[config.mk]
export PLATFORM = sky130hd
export DESIGN_NAME = ekf_stage_seq
export DESIGN_NICKNAME = d
export VERILOG_FILES = /design/src/rtl/ekf_stage_seq.sv
export SDC_FILE = /design/constraint.sdc
export NUM_CORES = 1
export LEC_CHECK = 0
export CAP_MARGIN = 20
export CELL_PAD_IN_SITES_DETAIL_PLACEMENT = 1
export CELL_PAD_IN_SITES_GLOBAL_PLACEMENT = 2
export CORE_UTILIZATION = 35
export CTS_BUF_LIST = sky130_fd_sc_hd__clkbuf_4 sky130_fd_sc_hd__clkbuf_8
export CTS_CLUSTER_SIZE = 10
export DETAILED_ROUTE_END_ITERATION = 6
export PLACE_DENSITY_LB_ADDON = 0.1
export SKIP_LAST_GASP = 1
export SLEW_MARGIN = 5
export SYNTH_ARGS = -nofsm -noshare
export SYNTH_HDL_FRONTEND = slang
export SYNTH_SLANG_ARGS = --single-unit
[constraint.sdc]
create_clock -name clk -period 3.1 [get_ports clk]
set_input_delay 0.62 -clock clk [delete_from_list [all_inputs] [get_ports clk]]
set_output_delay 0.62 -clock clk [all_outputs]
set_load 0.005 [all_outputs]
[src/rtl/ekf_stage_seq.sv]
// Host-side stage sequencer for the EKF-SLAM core: command FIFO, one-hot stage handshake, S-word capture.
// Optional STAGE_TIMEOUT_EN adds an ISSUE watchdog that abandons a stage after TMO_CYC cycles.
module ekf_stage_seq #(
  parameter int RSA_DW    = 32,
  parameter int RSA_AW    = 17,
  parameter int ROW_LEN   = 10,
  parameter int CMD_DEPTH = 4,
  parameter int S_WORDS   = 4,
  parameter int TMO_CYC   = 4096
) (
  input  logic               clk,
  input  logic               sys_rst,
  input  logic               cmd_valid,
  output logic               cmd_ready,
  input  logic [1:0]         cmd_op,
  input  logic [ROW_LEN-1:0] cmd_lk,
  input  logic [RSA_DW-1:0]  cmd_d0,
  input  logic [RSA_AW-1:0]  cmd_d1,
  output logic [2:0]         stage_val,
  input  logic [2:0]         stage_rdy,
  output logic [ROW_LEN-1:0] l_k,
  output logic [ROW_LEN-1:0] landmark_num,
  output logic [RSA_DW-1:0]  vlr,
  output logic [RSA_DW-1:0]  rk,
  output logic [RSA_AW-1:0]  alpha,
  output logic [RSA_AW-1:0]  phi,
  input  logic [RSA_DW-1:0]  S_data,
  output logic               s_valid,
  output logic [RSA_DW-1:0]  s_data,
  output logic [1:0]         s_idx,
  output logic               busy,
  output logic               err
);

  localparam int PW  = $clog2(CMD_DEPTH);
  localparam int EW  = 2 + ROW_LEN + RSA_DW + RSA_AW;
  localparam int SCW = $clog2(S_WORDS + 1);

  typedef enum logic [1:0] {S_IDLE, S_LOAD, S_ISSUE, S_SCAP} state_t;

  state_t             r_state, w_next;
  logic [EW-1:0]      r_fifo [CMD_DEPTH];
  logic [PW:0]        r_wptr, r_rptr;
  logic               r_ready_en;
  logic [1:0]         r_op;
  logic [ROW_LEN-1:0] r_lk, r_lm;
  logic [RSA_DW-1:0]  r_d0, r_vlr, r_rk, r_s_data;
  logic [RSA_AW-1:0]  r_d1, r_alpha, r_phi;
  logic [ROW_LEN-1:0] r_l_k;
  logic               r_err, r_s_valid;
  logic [1:0]         r_s_idx;
  logic [SCW-1:0]     r_scnt;
  logic               w_empty, w_full, w_pop, w_push;
  logic [2:0]         w_onehot;
  logic               w_cmd_ok, w_match, w_tmo_hit;

  assign w_empty   = (r_wptr == r_rptr);
  assign w_full    = (r_wptr[PW] != r_rptr[PW]) && (r_wptr[PW-1:0] == r_rptr[PW-1:0]);
  assign w_pop     = (r_state == S_IDLE) && !w_empty;
  // A full FIFO still accepts a push in the cycle its head is popped.
  assign cmd_ready = r_ready_en && (!w_full || w_pop);
  assign w_push    = cmd_valid && cmd_ready;

  always_comb begin
    w_onehot = 3'b000;
    case (r_op)
      2'd0:    w_onehot = 3'b001;
      2'd1:    w_onehot = 3'b010;
      2'd2:    w_onehot = 3'b100;
      default: w_onehot = 3'b000;
    endcase
  end

  assign w_cmd_ok = (r_op != 2'd3) &&
                    !((r_op == 2'd2) && (r_lk >= r_lm)) &&
                    !((r_op == 2'd1) && (r_lm == '1));
  assign w_match  = (r_state == S_ISSUE) && |(stage_rdy & w_onehot);

`ifdef STAGE_TIMEOUT_EN
  localparam int TW = $clog2(TMO_CYC) + 1;
  logic [TW-1:0] r_tmo;

  always_ff @(posedge clk or negedge sys_rst) begin
    if (!sys_rst)                r_tmo <= '0;
    else if (r_state == S_ISSUE) r_tmo <= r_tmo + TW'(1);
    else                         r_tmo <= '0;
  end

  assign w_tmo_hit = (r_state == S_ISSUE) && (r_tmo == TW'(TMO_CYC - 1));
`else
  assign w_tmo_hit = 1'b0;
`endif

  always_comb begin
    w_next = r_state;
    case (r_state)
      S_IDLE:  if (!w_empty) w_next = S_LOAD;
      S_LOAD:  w_next = w_cmd_ok ? S_ISSUE : S_IDLE;
      S_ISSUE: begin
        if (w_match)        w_next = (r_op == 2'd2) ? S_SCAP : S_IDLE;
        else if (w_tmo_hit) w_next = S_IDLE;
      end
      S_SCAP:  if (r_scnt == SCW'(S_WORDS - 1)) w_next = S_IDLE;
      default: w_next = S_IDLE;
    endcase
  end

  always_ff @(posedge clk) begin
    if (w_push) r_fifo[r_wptr[PW-1:0]] <= {cmd_op, cmd_lk, cmd_d0, cmd_d1};
  end

  always_ff @(posedge clk or negedge sys_rst) begin
    if (!sys_rst) begin
      r_state    <= S_IDLE;
      r_wptr     <= '0;
      r_rptr     <= '0;
      r_ready_en <= 1'b0;
      r_op       <= '0;
      r_lk       <= '0;
      r_d0       <= '0;
      r_d1       <= '0;
      r_l_k      <= '0;
      r_vlr      <= '0;
      r_rk       <= '0;
      r_alpha    <= '0;
      r_phi      <= '0;
      r_lm       <= '0;
      r_err      <= 1'b0;
      r_scnt     <= '0;
      r_s_valid  <= 1'b0;
      r_s_data   <= '0;
      r_s_idx    <= '0;
    end else begin
      r_state    <= w_next;
      r_ready_en <= 1'b1;
      if (w_push) r_wptr <= r_wptr + (PW+1)'(1);
      if (w_pop) begin
        r_rptr <= r_rptr + (PW+1)'(1);
        {r_op, r_lk, r_d0, r_d1} <= r_fifo[r_rptr[PW-1:0]];
      end
      // Operands only change on an accepted command so they stay frozen through ISSUE.
      if (r_state == S_LOAD && w_cmd_ok) begin
        r_l_k <= r_lk;
        if (r_op == 2'd0) begin
          r_vlr   <= r_d0;
          r_alpha <= r_d1;
        end else begin
          r_rk  <= r_d0;
          r_phi <= r_d1;
        end
      end
      if ((r_state == S_LOAD && !w_cmd_ok) || (!w_match && w_tmo_hit)) r_err <= 1'b1;
      if (w_match && r_op == 2'd1) r_lm <= r_lm + ROW_LEN'(1);
      r_scnt    <= (r_state == S_SCAP) ? r_scnt + SCW'(1) : '0;
      r_s_valid <= (r_state == S_SCAP);
      if (r_state == S_SCAP) begin
        r_s_data <= S_data;
        r_s_idx  <= 2'(r_scnt);
      end
    end
  end

  assign stage_val    = (r_state == S_ISSUE) ? w_onehot : 3'b000;
  assign busy         = (r_state != S_IDLE) || !w_empty;
  assign err          = r_err;
  assign landmark_num = r_lm;
  assign l_k          = r_l_k;
  assign vlr          = r_vlr;
  assign rk           = r_rk;
  assign alpha        = r_alpha;
  assign phi          = r_phi;
  assign s_valid      = r_s_valid;
  assign s_data       = r_s_data;
  assign s_idx        = r_s_idx;

endmodule
==> flow_metrics.py <==
metrics = {
    "status": {
        "outcome": "finished clean",
    },
    "clock_network": {
        "clock_sinks": 471,
        "clkLatencyLatePin_ns": 0.66,
        "clk_pin_slew_worst_paths_ns": 0.06,
        "cts_buffer_depth": 3,
        "htree_levels": 3,
        "cts_buffers": 84,
        "root_buffer": "clkbuf_8",
        "cts_tree": "built",
        "cts_setup_buffers": 0,
    },
    "critical_path": {
        "start_kind": "flip-flop",
        "cp_cell_sequence": "nor2_1, o41a_1, clkdlybuf4s50_1",
        "r2r_start": "landmark_num[9]",
        "crit_type": "reg2out",
        "arrival_ns": 2.32,
        "cp_top_family": "flip-flops",
        "r2r_slack_ns": 0.42,
        "crit_fanout": 7,
        "r2r-end": "rk[17]",
        "cp-end-kind": "output port",
        "worstPathRequired_ns": 2.48,
        "slowest_stage": "dfrtp_1",
        "cp_slowest_stage_delay_ns": 0.62,
        "worstRegToRegCells": 8,
        "path_buf_inv": 1,
    },
    "global_route": {
        "grt_usage": 0.2112,
        "grt_pass1_vias": 14550,
        "antenna_found_initial": 6,
        "grt_pass1_wl_um": 93410,
        "overflow": 0,
        "grt_max_degree": 87,
    },
    "synthesis": {
        "yosysTopAreaCell": "edfxtp_1",
        "synth-simple-area-share": 0.08730,
        "synth_top_family_by_area": "multiplexers",
        "yosys_warnings": 0,
        "synth.area.top_cells": "edfxtp_1 36%, dfrtp_1 28%, mux2_2 8.0%, mux4_2 6.8%, nand3_1 2.8%",
        "synth_compound_area_frac": 0.05897,
        "ys_seq_elements": 471,
        "yosysSeqAreaShare": 0.6446,
        "netlist.area_leader.share": 0.3631,
        "syn_nets": 1496,
        "synth_edf_count": 244,
        "synth_mux_area_frac": 0.1544,
        "syn_inst": 1379,
        "synthArstFlopShare": 0.4820,
        "ys_types": 44,
        "syn_area_per_cell_um2": 14.63,
        "synth_ff_type": "edfxtp_1",
        "syn_area_um2": 20180,
        "synthAdderAreaFrac": 0.01116,
        "synth_xor_area_frac": 0.006944,
    },
    "final_layout": {
        "nets": 1765,
        "syn_to_final_growth_pct": 27.10,
        "most-common-layout-cells": "256 x clkdlybuf4s50_1, 244 x edfxtp_1, 223 x dfrtp_1",
        "drive_gt1_frac": 0.2417,
        "final_common_cell": "clkdlybuf4s50_1",
        "design_area_um2": 25650,
    },
    "drt": {
        "final_antenna_net_count": 0,
        "drc_errors": 0,
        "routed_wl_um": 60750,
        "drt_pre_antenna_iters": 4,
        "vias_per_cell": 5.349,
        "drt-initial-drc-count": 733,
        "wl_per_cell_um": 24.54,
        "num_vias": 13240,
    },
    "floorplanning": {
        "core_um2": 56710,
        "die_w_um": 242.1,
        "start_util": 0.3558,
        "die_y_um": 242.1,
        "fp.dieArea_um2": 58620,
        "num_rows": 87,
        "ios": 258,
    },
    "power": {
        "ir_drop_mv": 0.5660,
        "p_sw_frac": 0.3500,
        "power_mw": 27.17,
        "p_seq_frac": 0.371,
        "intPower_mw": 17.66,
        "clock_power_share": 0.229,
        "combinationalPowerShare": 0.400,
        "power.static_leakage_nw": 10.09,
        "p_switching_mw": 9.511,
        "power_density_nw_per_um2": 1059,
    },
    "sta": {
        "fin_crit_sh": 0.9496,
        "hold_violations": 0,
        "timing.slew.headroom": 0.3982,
        "finalMaxSlewViolations": 0,
        "fmax_ghz": 0.3397,
        "fin_tns_setup_ns": 0,
        "fin_crit_ns": 2.944,
        "tightest_slew_ns": 0.9028,
        "setup_viol": 0,
        "clock_skew_ns": 0.03085,
        "rsz0062_at_grt": "false",
    },
    "job": {
        "maxCapViolCount": 0,
    },
    "min_path": {
        "hold_start": "r_scnt[0]",
        "holdPathEnd": "r_scnt[0]",
        "worstHoldPathCells": 1,
        "hp-class": "reg2reg",
    },
    "place": {
        "place_area_um2": 23810,
        "gp_congestion": 0.7221,
        "dp_hpwl_um": 36650,
        "port_buffers": 257,
    },
}
==> sequential cells by signal, summed over array words and instances (netlist names), 3 cells and up <==
signal        flops
alpha            17
l_k              10
landmark_num     10
phi              17
r_d0             32
r_d1             17
r_fifo          244
r_lk             10
r_rptr            3
r_scnt            3
r_wptr            3
rk               32
s_data           32
vlr              32
==> per-stage QoR <==
stage	instances	setup slack (ns)	util	hold slack, ns
3_5_place_dp	2317	0.4245	0.4199	0.4656
4_1_cts	2473	0.001747	0.4521	0.4743
6_report	2476	0.1562	0.4522	0.4735
3_3_place_gp	2317	0.5010	0.4199	0.4519
5_1_grt	2476	0.008210	0.4522	0.5048
2_1_floorplan	1379	0.1888	-	0.3244
==> power by group through the flow <==
stage | combinational [mW] | clock (mW) | sequential, mW
final | 10.9 | 6.22 | 10.1
after global routing | 11.8 | 6.69 | 10.3
after CTS | 11.1 | 6.44 | 10.1
after detailed placement | 11.1 | 0 | 10.2
after global placement | 10.8 | 0 | 10.1
after floorplan | 6.33 | 0 | 9.63
==> worst max path at each step <==
stage                   end       startpoint  depth (start not counted)  slack (ns)
6_report          cmd_ready       r_state[1]                          3        0.16
5_1_grt        stage_val[0]       r_state[0]                          3       0.008
4_1_cts        stage_val[0]          r_op[0]                          3       0.002
3_5_place_dp          rk[8]  landmark_num[9]                          8        0.42
3_3_place_gp          rk[5]  landmark_num[9]                          8        0.50
2_1_floorplan  r_fifo[3][0]        r_rptr[0]                          4        0.19
==> logic make-up (layout without fill, tap and decap cells) <==
kind of cell / count (synthesis) / in the layout
AO/OA/AOI/OAI: 145 / 145
XOR/XNOR: 16 / 16
adder cells (fa/ha/maj): 18 / 18
buffers and inverters: 182 / 520
flip-flops: 471 / 471
multiplexers: 217 / 217
other: 1 / 4
AND/OR/NAND/NOR: 329 / 329
==> per-layer routing <==
metal / part of all wire / GRT usage / up-vias
li1: - / - / 5832
met3: 0.052 / 0.04642 / 109
met2: 0.48 / 0.3391 / 341
met5: 0.00036 / 0 / -
met4: 0.025 / 0.07483 / 4
met1: 0.45 / 0.2819 / 6958
==> synth_stat cells (11+ instances only) <==
cell type and n:
a211o_1 11, a21oi_1 14, and3_1 56, buf_2 27, clkbuf_1 79, dfrtp_1 227, edfxtp_1 244, ha_1 18
inv_1 65, mux2_2 144, mux2i_1 12, mux4_2 61, nand2_1 72, nand3_1 112, nand4_1 52, o211ai_1 50
o311a_1 49, xnor2_1 12
==> final cells by class <==
class,count,area [µm²]
fillers,5605,31070
multi-input cells,726,6524
well taps,756,945.9
clock buffers,133,1637
repair buffers,300,3090
clock inverters,22,178.9
diodes,3,7.507
inverters,65,244.0
flip-flops and latches,471,13020
==> timing repair <==
| item | 4_1_cts | 5_1_grt |
|---|---|---|
| resized for setup | 0 | 1 |
| hold endpoints to repair | 61 | 0 |
| hold buffers | 1 | 0 |
| endpoints found under the setup margin | 0 | 1 |
(Power assumes the default switching activity.)
==> edit 1, RTL diff (same flow settings) <==
The 4 states of `state_t` get a one-hot encoding in 4 bits.
--- a/src/rtl/ekf_stage_seq.sv
+++ b/src/rtl/ekf_stage_seq.sv
@@ -37,5 +37,5 @@
   localparam int SCW = $clog2(S_WORDS + 1);
 
-  typedef enum logic [1:0] {S_IDLE, S_LOAD, S_ISSUE, S_SCAP} state_t;
+  typedef enum logic [3:0] {S_IDLE = 4'b0001, S_LOAD = 4'b0010, S_ISSUE = 4'b0100, S_SCAP = 4'b1000} state_t;
 
   state_t             r_state, w_next;
Behaviour: no difference found for any inputs over 4 cycles, from zero or initial values and one cycle with sys_rst low; so few cycles prove little.
==> edit 1 against the unedited design <==
Synthesized area decreased by 11%. Power down 17%. Sequential cell count grew 2. Die area down 11%. Critical path depth up 1. Design area fell by 9.0%. Clock power is 6.6% lower. Worst setup slack gained 3.1 ps. Wire length shrank 31%. Largest power group is now sequential cells. Via count decreased by 27%.
==> edit 1: results (changes against the unedited design) <==
Status: completed (unchanged)
GRT Total Usage: 16.7% (was 21.1%)
Register area share after synthesis: 73.0% (was 64.5%)
Area of placed instances: 0.0216 mm² (was 0.0238 mm²)
Vias in the first global route: 10,800 (was 14,600)
Multiplexer share of the synthesized area: 18.7% (was 15.4%)
Pleak: 8.86 nW (was 10.1 nW)
Initial antenna violation count: 2 (was 6)
Synth Area in XOR/XNOR: 0.784% (was 0.694%)
Layout cells sized above 1: 30.5% (was 24.2%)
Adder-Cell Fraction of Synth Area: 1.26% (was 1.12%)
Library cells used by synthesis: 48 (was 44)
M2 GR Usage: 26.8% (was 33.9%)
Met3 Use GR: 5.13% (was 4.64%)
Pre-CTS setup slack: 441 ps (was 424 ps)
Clk_skew: 21.6 ps (was 30.9 ps)
Largest net degree at the start of global routing: 76 (was 87)
Synthesized Nets: 1,093 (was 1,496)
Met1 Use GR: 21.5% (was 28.2%)
Post-synth top cells: edfxtp_1 (244), dfrtp_1 (228), mux2_2 (159) (was edfxtp_1 (244), dfrtp_1 (227), mux2_2 (144))
Worst vdd ir: 530 µV (was 566 µV)
Hpwl dp: 26,700 µm (was 36,600 µm)
Number of vias per cell: 4.72 (was 5.35)
Post-synthesis compound-gate area fraction: 0.805% (was 5.90%)
Main area contributors after synthesis: edfxtp_1 (41%), dfrtp_1 (32%), mux2_2 (10%) (was edfxtp_1 (36%), dfrtp_1 (28%), mux2_2 (8.0%))
[edit 1: cell count changes after synthesis, sizes merged, moves of 42 or more]
cell    unedited run  this run
inv               65        15
nand3            112         2
and3              56         2
clkbuf            79        17
nand4             53         5
o211ai            51         0
o311a             49         1
nand2             72       114
[edit 1: power breakdown]
group          total [W]  switching (W)  internal (W)
logic            0.00739        0.00291       0.00448
clock network    0.00581        0.00256       0.00325
registers        0.00943       0.000994       0.00844
total             0.0226        0.00647        0.0162
[edit 1: path summary, 6_finish.rpt]
check	startpoint	to	slack, ps	depth (start not counted)
max in group asynchronous	sys_rst	s_data[9]	1670	3
min in group asynchronous	sys_rst	alpha[4]	560	2
worst max-delay path	r_state[0]	cmd_ready	160	4
worst min register to register	s_data[27]	s_data[27]	470	2
worst max register to register	landmark_num[3]	rk[15]	450	8
worst min-delay path	s_data[27]	s_data[27]	470	2
[edit 1: through the flow]
stage	std cells	util, %
floorplan	976	-
global route	2050	46.4
CTS	2049	46.4
finish	2050	46.4
global placement	1896	43.0
detailed placement	1896	43.0
[edit 1: logic make-up after synthesis]
group / Yosys count
other: 1
buffers and inverters: 58
AND/OR/NAND/NOR: 158
AO/OA/AOI/OAI: 20
flip-flops: 473
XOR/XNOR: 16
adder cells (fa/ha/maj): 18
multiplexers: 232
[edit 1: per-layer routing]
layer / vias up / part of all wire, %
met5: - / 0.026
met2: 231 / 48
met1: 5023 / 43
met4: 2 / 2.4
met3: 83 / 5.7
li1: 4335 / -
[edit 1: worst max-delay path, cell delays in order, from the launching register on]
cell and delay, ps:
dfstp_2 570, nor4b_1 250, buf_4 190, o31a_1 120
clkdlybuf4s50_1 540
[edit 1: area by class of cell]
type | count | area, µm²
Clock inverter | 27 | 161
Clock buffer | 125 | 1530
Inverter | 16 | 60.1
Sequential cell | 473 | 13100
Multi-Input combinational cell | 445 | 4590
Tap cell | 672 | 841
Fill cell | 4866 | 26900
Timing Repair Buffer | 291 | 3090
Antenna cell | 1 | 2.50
[edit 1: timing repair]
action / 4_1_cts / 5_1_grt
buffers inserted: 0 / 0
hold buffers: 1 / 0
endpoints found under the setup margin: 1 / 2
gates resized for setup: 1 / 2
hold endpoints to repair: 67 / 0
pin swaps: 0 / 0
==> edit 2, RTL diff (same settings) <==
Made on the original files. Change the parameter `ROW_LEN` from 10 to 11.
--- a/src/rtl/ekf_stage_seq.sv
+++ b/src/rtl/ekf_stage_seq.sv
@@ -4,5 +4,5 @@
   parameter int RSA_DW    = 32,
   parameter int RSA_AW    = 17,
-  parameter int ROW_LEN   = 10,
+  parameter int ROW_LEN   = 11,
   parameter int CMD_DEPTH = 4,
   parameter int S_WORDS   = 4,
Interface: changed (resized cmd_lk, l_k and landmark_num); port bits go from 258 to 261. The function was not compared with the original's and may differ.
==> edit 2 against the unedited design <==
Worst setup slack worse by 18 ps. Critical path depth unchanged. Synthesized area decreased by 11%. Sequential share of layout area rose by 5.8 points. Power is 14% lower. Wire length is 32% lower. Design area down 8.9%. Sequential cell count is 7 higher. Cell count is 20% lower.
==> edit 2: results (changes against the unedited design) <==
Status: completed (unchanged)
Initial antenna violation count: 8 (was 6)
Pleak: 8.71 nW (was 10.1 nW)
Largest net degree at the start of global routing: 65 (was 87)
Clk root buf: clkbuf_8 (unchanged)
Router iterations before antenna repair: 4 (unchanged)
Post-Layout Cell Count: 1,989 (was 2,476)
GP Congestion: 0.712 (was 0.722)
Post-synth top cells: edfxtp_1 (248), dfrtp_1 (230), mux2_2 (194) (was edfxtp_1 (244), dfrtp_1 (227), mux2_2 (144))
WL final: 41,200 µm (was 60,800 µm)
Crit path max fanout: 6 (was 7)
Synthesized Nets: 1,036 (was 1,496)
Min-Delay Path Class: reg -> reg (unchanged)
Worst vdd ir: 510 µV (was 566 µV)
Clk_skew: 20.7 ps (was 30.9 ps)
Ys flop type: edfxtp_1 (unchanged)
Worst-skew pair later-pin latency: 640 ps (was 660 ps)
First-iteration detailed-routing DRC count: 310 (was 733)
Layout cells sized above 1: 33.2% (was 24.2%)
Reg2reg start: landmark_num[10] (was landmark_num[9])
CP max-delay cell: clkdlybuf4s50_1 (was dfrtp_1)
Fillers: 4,832 (was 5,605)
CTS HTree Levels: 3 (unchanged)
First-pass GRT wire length: 64,900 µm (was 93,400 µm)
CP max stage delay: 540 ps (was 620 ps)
Mean Syn Cell Area: 19.7 µm² (was 14.6 µm²)
Hold Path Origin: r_scnt[0] (unchanged)
Num CTS Buffers: 83 (was 84)
NumNets Final: 1,366 (was 1,765)
Hpwl dp: 25,500 µm (was 36,600 µm)
Yosys warning count: 0 (unchanged)
Main area contributors after synthesis: edfxtp_1 (41%), dfrtp_1 (32%), mux2_2 (12%) (was edfxtp_1 (36%), dfrtp_1 (28%), mux2_2 (8.0%))
Final hold viol count: 0 (unchanged)
Library cells used by synthesis: 42 (was 44)
Max Buffers Root-to-Sink: 3 (unchanged)
Actual slew at the worst max-slew pin: 754 ps (was 903 ps)
CP startpoint: r_rptr[1] (was r_state[1])
Number of vias per cell: 4.76 (was 5.35)
Async SR Flop Fraction: 48.1% (was 48.2%)
GRT Total Usage: 16.3% (was 21.1%)
Clk pin slew, worst setup/hold paths: 60 ps (about the same)
Arrival @ worst endpoint: 2340 ps (was 2320 ps)
Pre-CTS setup slack: 679 ps (was 424 ps)
Vias in the first global route: 10,500 (was 14,600)
Max reg flops: 248 (was 244)
Register area share after synthesis: 73.2% (was 64.5%)
Post-synth EDFFs: 248 (was 244)
Buffers on Ports: 260 (was 257)
Dpl cells: 1,833 (was 2,317)
Power Density: 999 mW/mm² (was 1060 mW/mm²)
Setup Buffers After CTS: 0 (unchanged)
[edit 2: cell types whose count changed in the layout (fill, tap and decap cells not counted), moves of 49 or more]
cell      change
nand3_1     -108
nand2_1      -55
and3_1       -50
mux2_2       +50
o211ai_1     -50
o311a_1      -49
[edit 2: report_power, final]
group	total (W)	leakage, nW	switching (W)	internal, W
sequential	0.00979	4.99	0.00114	0.00865
clock	0.00570	0.885	0.00251	0.00318
combinational	0.00785	2.83	0.00302	0.00482
total	0.0233	8.71	0.00668	0.0167
[edit 2: final timing paths]
check | endpoint | slack (ps) | cells past startpoint
max in group asynchronous | r_state[0] | 1810 | 3
min in group asynchronous | s_data[20] | 500 | 2
worst max register to register | phi[5] | 670 | 8
worst min register to register | r_scnt[0] | 480 | 1
worst max-delay path | cmd_ready | 140 | 3
worst min-delay path | r_scnt[0] | 480 | 1
[edit 2: per-layer routing]
| metal | share of wire [%] | vias to the layer above | global-route usage [%] |
|---|---|---|---|
| met3 | 4.5 | 80 | 4.53 |
| met1 | 44 | 4981 | 21.3 |
| met2 | 49 | 202 | 26.5 |
| li1 | - | 4204 | - |
| met4 | 2.1 | 10 | 4.73 |
| met5 | 0.17 | - | 0 |
[edit 2: area by class of cell]
type / instances / area [µm²] / share of cell area, %
Sequential cell: 478 / 13200 / 56.6
Multi-Input combinational cell: 382 / 4610 / 19.7
Timing Repair Buffer: 285 / 2960 / 12.7
Clock buffer: 125 / 1500 / 6.43
Tap cell: 672 / 841 / 3.60
Clock inverter: 27 / 163 / 0.696
Inverter: 17 / 63.8 / 0.273
Antenna cell: 3 / 7.51 / 0.0321
[edit 2: repair_timing]
action / CTS / global route
hold buffers: 1 / 0
endpoints found under the setup margin: 0 / 2
resized for setup: 0 / 2
hold endpoints to repair: 48 / 0
[edit 2: cell families after synthesis]
logic type / synth area share (%)
compound gates: 0.888
xor+xnor: 0.826
fa+ha+maj: 1.32
buf+inv: 1.43
flops: 73.2
mux: 20.6
other cells: 0.0208
simple gates: 1.69
[edit 2: critical path, delay by kind of cell, from the launching register on]
family	cells	cell delay, ps
XOR/XNOR	1	170
buffers and inverters	1	540
AO/OA/AOI/OAI	1	520
flip-flops	1	470
[edit 2: metrics by stage]
| stage | hold WS, ps | instance area (µm²) |
|---|---|---|
| after floorplan | 324 | 18000 |
| after global placement | 463 | 21700 |
| after detailed placement | 468 | 21700 |
| after CTS | 454 | 23300 |
| after global routing | 478 | 23400 |
| final | 476 | 23400 |
